### src/rtl/rtc_pkg.sv
// Shared constants and digit type for the hours/minutes/seconds real-time clock.
package rtc_pkg;

  localparam int unsigned HR_MAX  = 23;
  localparam int unsigned MIN_MAX = 59;
  localparam int unsigned SEC_MAX = 59;

  localparam int unsigned HR_W  = 5;
  localparam int unsigned MIN_W = 6;
  localparam int unsigned SEC_W = 6;
  localparam int unsigned DIV_W = 32;
  localparam int unsigned BCD_W = 4;

  typedef logic [BCD_W-1:0] bcd_t;

endpackage

### src/rtl/bin2bcd_2dig.sv
// Converts a binary value in 0-59 into two BCD digits (tens, ones).
module bin2bcd_2dig
  import rtc_pkg::*;
(
  input  logic [5:0] value,
  output bcd_t       tens,
  output bcd_t       ones
);

  always_comb begin
    tens = BCD_W'(value / 6'd10);
    ones = BCD_W'(value % 6'd10);
  end

endmodule

### src/rtl/rtc_hms_core.sv
// HH:MM:SS timekeeper with set mode and 12/24-hour BCD display.
// Optional alarm (ports alarm_load, alarm_clr, alarm) is built when RTC_ALARM_EN is defined.
module rtc_hms_core
  import rtc_pkg::*;
#(
  parameter int unsigned CLK_DIV = 100_000_000
) (
  input  logic clk,
  input  logic reset,
  input  logic mode_12h,
  input  logic set_time,
  input  logic inc_hr,
  input  logic inc_min,
  input  logic inc_sec,
`ifdef RTC_ALARM_EN
  input  logic alarm_load,
  input  logic alarm_clr,
  output logic alarm,
`endif
  output bcd_t h10,
  output bcd_t h1,
  output bcd_t m10,
  output bcd_t m1,
  output bcd_t s10,
  output bcd_t s1,
  output logic pm,
  output logic sec_tick
);

  logic [HR_W-1:0]  hr,  hr_nxt,  disp_hr;
  logic [MIN_W-1:0] min, min_nxt;
  logic [SEC_W-1:0] sec, sec_nxt;
  logic [DIV_W-1:0] div_cnt;
  logic             hr_wrap, min_wrap, sec_wrap;

  assign hr_wrap  = (hr  == HR_W'(HR_MAX));
  assign min_wrap = (min == MIN_W'(MIN_MAX));
  assign sec_wrap = (sec == SEC_W'(SEC_MAX));

  // Gated by reset so the CLK_DIV=1 case still shows no tick while held in reset.
  assign sec_tick = !reset && !set_time && (div_cnt == DIV_W'(CLK_DIV - 1));

  // Next time: independent field increments in set mode, carry chain when ticking.
  always_comb begin
    hr_nxt  = hr;
    min_nxt = min;
    sec_nxt = sec;
    if (set_time) begin
      if (inc_hr)  hr_nxt  = hr_wrap  ? '0 : hr  + HR_W'(1);
      if (inc_min) min_nxt = min_wrap ? '0 : min + MIN_W'(1);
      if (inc_sec) sec_nxt = sec_wrap ? '0 : sec + SEC_W'(1);
    end else if (sec_tick) begin
      sec_nxt = sec_wrap ? '0 : sec + SEC_W'(1);
      if (sec_wrap) begin
        min_nxt = min_wrap ? '0 : min + MIN_W'(1);
        if (min_wrap) hr_nxt = hr_wrap ? '0 : hr + HR_W'(1);
      end
    end
  end

  always_ff @(posedge clk or posedge reset) begin
    if (reset) begin
      hr      <= '0;
      min     <= '0;
      sec     <= '0;
      div_cnt <= '0;
    end else begin
      hr      <= hr_nxt;
      min     <= min_nxt;
      sec     <= sec_nxt;
      div_cnt <= (set_time || sec_tick) ? '0 : div_cnt + DIV_W'(1);
    end
  end

`ifdef RTC_ALARM_EN
  logic [HR_W-1:0]  al_hr;
  logic [MIN_W-1:0] al_min;
  logic             alarm_hit;

  // Only a timekeeping advance can land on the alarm time; set-mode edits never do.
  assign alarm_hit = sec_tick && (hr_nxt == al_hr) && (min_nxt == al_min) && (sec_nxt == '0);

  always_ff @(posedge clk or posedge reset) begin
    if (reset) begin
      al_hr  <= '0;
      al_min <= '0;
      alarm  <= 1'b0;
    end else begin
      if (alarm_load) begin
        al_hr  <= hr;
        al_min <= min;
      end
      if (alarm_hit)      alarm <= 1'b1;
      else if (alarm_clr) alarm <= 1'b0;
    end
  end
`endif

  always_comb begin
    disp_hr = hr;
    if (mode_12h) begin
      if (hr == '0)              disp_hr = HR_W'(12);
      else if (hr > HR_W'(12))   disp_hr = hr - HR_W'(12);
    end
  end

  assign pm = (hr >= HR_W'(12));

  bin2bcd_2dig u_hr_bcd  (.value({1'b0, disp_hr}), .tens(h10), .ones(h1));
  bin2bcd_2dig u_min_bcd (.value(min),             .tens(m10), .ones(m1));
  bin2bcd_2dig u_sec_bcd (.value(sec),             .tens(s10), .ones(s1));

endmodule

### config.mk
export PLATFORM = sky130hd
export DESIGN_NAME = rtc_hms_core
export DESIGN_NICKNAME = d
export VERILOG_FILES = /design/src/rtl/rtc_pkg.sv /design/src/rtl/bin2bcd_2dig.sv /design/src/rtl/rtc_hms_core.sv
export SDC_FILE = /design/constraint.sdc
export NUM_CORES = 1
export LEC_CHECK = 0
export ABC_AREA = 1
export CORE_ASPECT_RATIO = 0.9
export CORE_MARGIN = 5
export CORE_UTILIZATION = 50
export CTS_CLUSTER_DIAMETER = 60
export DETAILED_ROUTE_END_ITERATION = 12
export PLACE_DENSITY = 0.7
export SYNTH_ARGS = -nofsm -noshare
export SYNTH_HDL_FRONTEND = slang
export SYNTH_HIERARCHICAL = 1
export SYNTH_SLANG_ARGS = --single-unit
### constraint.sdc
create_clock -name clk -period 7.35 [get_ports clk]
set_input_delay 0.735 -clock clk [delete_from_list [all_inputs] [get_ports clk]]
set_output_delay 0.735 -clock clk [all_outputs]
set_load 0.005 [all_outputs]
==> impl_results.md, run 1 <==
* Gp weighted congestion at about 0.9
* Die Ht at 94.8 um
* Min-delay worst type: reg -> reg
* Vias in the first global route at 3533
* TNS Setup at 0 ns
* ANT cells at 0
* CTS hold repair buffers at 0
* Max H-tree Level at 2
* Switch share at 38.6%
* First-pass GRT wire length at 15700 um
* Final setup vio count at 0
* Synth area leaders: dfrtp_1, nand2_1, nand3_1, nor2_1, inv_1
* Initial antenna violation count at 0
* Placed wire-length estimate at around 7000 um
* F_max at 229 MHz
* # fillers at 790
* FF/Latch Area at between 0.001 and 0.0015 mm2
* Post-synth top area share at 30.7%
* CP peak stage delay at 0.51 ns
* Comb pwr share at 44.8%
* Synth async-reset ratio at 100%
* Pleak at 2.08 nW
* Post-synthesis compound-gate area fraction at under 10%
* Clk_lat worst skew at 0.30 ns
* Area Growth Syn to Fin at 10.3%
* Crit share post-route at 59.4%
* WP data required at between 6 and 7 ns
* Seq cells post-synth at 49
* Slew @ Worst Pin at between 0.6 and 0.7 ns
* Worst Path Max Fanout at 5
* Run status: complete, no violations
* Slew HR at 57.0%
* Overflow after GRT at 0
* Hold slack at 0.462 ns
* Synth Area in Adders at 3.44%
* Iter 0 DRT Violations at 174
* Max_cap viols at 0
* CP Class: in -> out
* Power per standard cell area at approximately 200 mW/mm2
* Final Non-Filler Cells at between 700 and 800
* Synth Area in Simple Gates at 47.1%
* Via density per instance at a little over 5
* Mux share of post-synthesis cell area at 0%
* CP startpoint kind: input pin
* Largest net degree at the start of global routing at 51
* Critical Path AT at 3.63 ns
* DRC viols at 0
* Final number of max-transition violations at 0
* Fin area at between 0.004 and 0.005 mm2
* Clock sinks at 49
* Area after DPL at 0.00434 mm2
* CP max-delay cell: clkdlybuf4s50_1
* Die width at 104 um
* RSZ-0062 raised after global routing: no
* Cts bufs inserted at 5
* YS warnings at 6
* Reg2Reg Setup Slack at roughly 5.3 ns
* Port bufs at 28
* PnR Total Power at slightly below 0.9 mW
* CTS root buf: clkbuf_8
* Avg WL per Cell at 12.7 um
* Number of flops mapped to enable cells by yosys at 0
* Placed Cells at 712
* Synth Flop Type: dfrtp_1
* Crit path top cell by count: nand2_1
* Largest family of logic cells by synthesized area: simple AND/OR/NAND/NOR gates
* Post-synth cell types at 34
* Post-synthesis sequential area ratio at 30.7%
* First-pass DRT Iterations at 6
* Nets at about 640
* Max IR drop VDD at 0.130 mV
* Crit. End Element: output port
* Clk network pwr share at 17.1%
* Post-CTS Resized at 0
* Die area at about 0.0099 mm2
* Synth area leader: dfrtp_1
* FP Rows at 31
* Cell count after synthesis at 592
* Post-CTS Setup Inserts at 0
* Via count at 3691
* Tmin final at 4.37 ns
* Flop pwr share at 38.1%
* DRT Wirelength at approximately 9000 um
* Worst setup margin at 2.98 ns
* Synth Cell Area at 0.00400 mm2
* Internal power at between 0.5 and 0.6 mW
* Starting Density at 50.5%
* Post-Route Skew at 0.00963 ns
* Routed Antenna Nets at 0
* Layout cells sized above 1 at a little under an eighth
* Footprint of the multi-input gates at 0.00239 mm2
* Final Hold Fails at 0
* Finished Core Util at 55.7%
* Net Sw Power at 0.339 mW
* Crit-path cells: clkdlybuf4s50_1, inv_1, nor2_1, nor2_1, a2111oi_0, buf_4, nand3_1, nand2_1, inv_2, nand2_4, nand2_1, nand2_1, inv_1, ha_1, inv_1, nand2_1, nand2_1, nand2_1, nand2_1, clkdlybuf4s50_1
* XOR/XNOR Fraction of Synth Area at 5.48%
* Clock transition at path regs at 0.09 ns
* Avg Synthesized Cell Area at 6.75 um2
* Io pins at 33
* Max clock buf depth at 2
* Core area at 0.00791 mm2
* Pre-CTS setup slack at just over 3 ns
* Gr usage total at 18.9%
* CTS tree: yes
## layout by cell type, fill, tap and decap left out, types with 2 or more instances in the layout
cell	n
clkbuf_8	5
o21a_2	3
nor2_4	3
nand4_2	3
nand2_2	12
conb_1	7
inv_2	18
dfrtp_1	49
nand3_1	63
xnor2_1	4
nand4_1	17
nand3_2	6
nand2_4	11
buf_4	2
o21ai_0	6
xor2_1	21
nor3_1	22
a21oi_1	10
nand2_1	155
ha_1	11
nor2_2	4
nor3b_1	3
inv_1	63
clkdlybuf4s50_1	28
nor2_1	84
## worst paths after layout
check	endpoint	cells after the start	start
worst max-delay path	h1[3]	20	mode_12h
worst min-delay path	div_cnt[0]$_DFF_PP0_	1	div_cnt[0]$_DFF_PP0_
worst max register to register	min[2]$_DFFE_PP0P_	10	div_cnt[0]$_DFF_PP0_
worst min register to register	div_cnt[0]$_DFF_PP0_	1	div_cnt[0]$_DFF_PP0_
max in group asynchronous	div_cnt[15]$_DFF_PP0_	3	reset
min in group asynchronous	hr[4]$_DFFE_PP0P_	3	reset
## power by group through the flow
stage                     clock (mW)  sequential [mW]  combinational (mW)
after floorplan                    0            0.328               0.264
after global placement             0            0.337               0.385
after detailed placement           0            0.339               0.394
after global routing           0.169            0.340               0.445
after CTS                      0.154            0.334               0.396
final                          0.150            0.334               0.394
## state kept, by name, indices dropped and copies added, names as in the netlist
signal and flops:
div_cnt 32, hr 5, min 6, sec 6
## critical path, delay by kind of cell
family / cells / cell delay, ns
buffers and inverters: 7 / 1.48
AND/OR/NAND/NOR: 11 / 0.83
adder cells (fa/ha/maj): 1 / 0.19
AO/OA/AOI/OAI: 1 / 0.42
## Yosys cell counts (2+ instances only)
cell type and n:
a21oi_1 10, buf_4 8, buf_6 2, conb_1 4
dfrtp_1 49, ha_1 11, inv_1 64, inv_2 17
nand2_1 155, nand2_2 12, nand2_4 11, nand3_1 63
nand3_2 6, nand4_1 17, nand4_2 3, nor2_1 84
nor2_2 4, nor2_4 3, nor3_1 22, nor3b_1 3
o21a_2 3, o21ai_0 6, xnor2_1 4, xor2_1 21
## layout make-up
| class | count | share of cell area, % |
|---|---|---|
| multi-input combinational | 453 | 54.1 |
| sequential | 49 | 27.8 |
| inverter | 81 | 6.90 |
| timing repair buffer | 30 | 6.70 |
| tap | 99 | 2.81 |
| clock buffer | 5 | 1.56 |
| clock inverter | 1 | 0.114 |
## logic make-up after synthesis
family / count (synthesis)
buffers and inverters: 93
adder cells (fa/ha/maj): 11
other: 4
AO/OA/AOI/OAI: 21
XOR/XNOR: 25
flip-flops: 49
AND/OR/NAND/NOR: 389
## per-layer routing
layer / vias to the layer above / wire, um / GRT usage [%]
met4: 0 / 89 / 3.67
met1: 1699 / 4470 / 25.9
met2: 67 / 4190 / 32.0
met3: 11 / 350 / 2.87
met5: - / 0 / 0
li1: 1914 / - / -
No activity file was read; power rests on OpenSTA's default activity.
==> run 2: changes to the inputs <==
==> constraint.sdc (replaced) <==
create_clock -name clk -period 4.4 [get_ports clk]
set_input_delay 0.44 -clock clk [delete_from_list [all_inputs] [get_ports clk]]
set_output_delay 0.44 -clock clk [all_outputs]
set_load 0.005 [all_outputs]
==> run 2 against run 1 <==
Die area unchanged; global-route usage about the same; register-to-register slack worse by 2.9 ns; sequential power up 67%; final cell count up 0.28%; total power up 76%; critical path depth down 4; combinational power up 66%; clock skew down 0.0047 ns; non-clock buffer count unchanged; sequential cell count unchanged; critical endpoint unchanged; largest power group unchanged.
==> impl_results.md, run 2 (synthesis gave the netlist of run 1 again) <==
* CP peak stage delay at 0.52 ns (about the same)
* Max reg flops at 32 (unchanged)
* CP max-delay cell: o21ai_0
* Power per standard cell area at 348 mW/mm2 (+75%)
* Footprint of the multi-input gates at 0.00239 mm2 (unchanged)
* Clock sinks at 49 (unchanged)
* Nets at 638 (unchanged)
* Largest register by flop count: div_cnt
* Placed wire-length estimate at 6980 um (+0.20%)
* WP data required at 3.96 ns (-2.65 ns)
* Max clock buf depth at 2 (unchanged)
* Final Hold Fails at 0 (unchanged)
* Cts bufs inserted at 5 (unchanged)
* Max_cap viols at 0 (unchanged)
* Clock transition at path regs at 0.09 ns (about the same)
* TNS Setup at 0 ns (unchanged)
* Tmin final at 3.85 ns
* Starting Density at 50.5% (unchanged)
* FF/Latch Area at 0.00123 mm2 (unchanged)
* Gp weighted congestion at 0.975 (+7.9%)
* # fillers at 788 (-0.25%)
* Slew @ Worst Pin at 0.607 ns (-0.0381 ns)
* Initial antenna violation count at 0 (unchanged)
* Die Ht at 94.8 um (unchanged)
* First-pass GRT wire length at 15800 um (+0.71%)
* Largest net degree at the start of global routing at 50 (-2.0%)
* Hold Crit Depth at 1 (unchanged)
* Die area at 0.00988 mm2 (unchanged)
* DRT Wirelength at 8980 um (-1.3%)
* CP Class: reg -> out
* Run status: complete, no violations
* Reg2Reg Setup Slack at 2.37 ns (-2.92 ns)
* CP Buf/Inv Count at 3 (-4)
* Commonest cells after routing, fill and taps aside: nand2_1, nor2_1, inv_1, nand3_1, dfrtp_1
* First-pass DRT Iterations at 5 (-1)
* Port bufs at 28 (unchanged)
* Pleak at 2.09 nW (+0.90%)
* DRC viols at 0 (unchanged)
* CP startpoint kind: flop
* Crit path top cell by count: nand2_1
* Max IR drop VDD at 0.235 mV (+80%)
* Slew HR at 59.1% (+2.1 points)
* Post-Route Skew at 0.00497 ns (-0.00466 ns)
* F_max at 260 MHz
* Die width at 104 um (unchanged)
* Critical path depth at 16 (-20%)
* Io pins at 33 (unchanged)
* Critical Path AT at 3.41 ns (-0.22 ns)
* Worst Path Max Fanout at 9 (+4)
* Top delay family on crit path: simple AND/OR/NAND/NOR gates
* Gr usage total at 18.9% (about the same)
* Vias in the first global route at 3551 (+0.51%)
* Routed Antenna Nets at 0 (unchanged)
* Via density per instance at 5.23 (+1.7%)
* Core area at 0.00791 mm2 (unchanged)
* ANT cells at 0 (unchanged)
* Crit share post-route at 87.5%
* CTS tree: yes
* RSZ-0062 raised after global routing: no
* Area Growth Syn to Fin at 11.4%
* Min-delay worst type: reg -> reg
* Final number of max-transition violations at 0 (unchanged)
* Avg WL per Cell at 12.5 um (-1.5%)
* Crit. End Element: output port
* Max H-tree Level at 2 (unchanged)
* Final setup vio count at 0 (unchanged)
* CTS root buf: clkbuf_8
* Iter 0 DRT Violations at 231 (+33%)
* Via count at 3764 (+2.0%)
* FP Rows at 31 (unchanged)
* Finished Core Util at 56.3% (+0.54 points)
* Overflow after GRT at 0 (unchanged)
* Reg2Reg Depth at 10 (unchanged)
* Commonest non-fill, non-tap cell in the layout: nand2_1
* Post-CTS Resized at 0 (unchanged)
* CTS hold repair buffers at 0 (unchanged)
* Crit-path cells: ha_1, nand3_1, nand3_1, o21ai_0, nand4_2, nand2_4, nand2_1, nand2_1, inv_1, ha_1, inv_1, nand2_1, nand2_1, nand2_1, nand2_1, clkdlybuf4s50_1
* Layout cells sized above 1 at 11.9% (+0.12 points)
* Hold slack at 0.462 ns (-0.000420 ns)
* Post-CTS Setup Inserts at 0 (unchanged)
* PnR Total Power at 1.55 mW (+76%)
* Clk_lat worst skew at 0.30 ns (about the same)
* Largest regs: div_cnt (32), min (6), sec (6)
-- run 2: final timing paths --
kind | start | end
max reg2reg | div_cnt[0]$_DFF_PP0_ | min[1]$_DFFE_PP0P_
max in group asynchronous | reset | div_cnt[13]$_DFF_PP0_
min in group asynchronous | reset | sec[2]$_DFFE_PP0P_
min | div_cnt[0]$_DFF_PP0_ | div_cnt[0]$_DFF_PP0_
max | hr[2]$_DFFE_PP0P_ | h1[3]
min reg2reg | div_cnt[0]$_DFF_PP0_ | div_cnt[0]$_DFF_PP0_
-- run 2: area by class of cell --
type	count	share of cell area, %
clock buffer	7	1.94
timing repair buffer	30	6.63
clock inverter	1	0.675
multi-input combinational	453	53.6
sequential	49	27.5
tap	99	2.78
inverter	81	6.83
-- run 2: metal layers --
metal	track usage (%)	share of wire, %
met4	5.07	1.6
met2	31.6	46
met1	25.7	48
met5	0	0
met3	2.80	4.4
-- run 2: where the power goes --
group,total (mW),switching (mW),internal (mW)
logic,0.654,0.343,0.311
registers,0.558,0.0729,0.485
clock network,0.337,0.152,0.186
total,1.55,0.567,0.982
-- run 2: through the flow --
| stage | setup slack, ns | instance area [um2] | std cells |
|---|---|---|---|
| 2_1_floorplan | 0.887 | 4010 | 595 |
| 3_3_place_gp | 0.824 | 4340 | 712 |
| 3_5_place_dp | 0.740 | 4340 | 712 |
| 4_1_cts | 0.547 | 4450 | 720 |
| 5_1_grt | 0.210 | 4450 | 720 |
| 6_report | 0.550 | 4450 | 720 |
-- run 2: worst register-to-register path: stages (launching register included) --
cell and delay, ns:
dfrtp_1 0.37, ha_1 0.17, nand2_1 0.11, inv_1 0.15, nand2_4 0.12, nor2_8 0.14
nand3_4 0.13, nand2_4 0.38, nand2_2 0.20, nand2_1 0.10, nand2_1 0.05
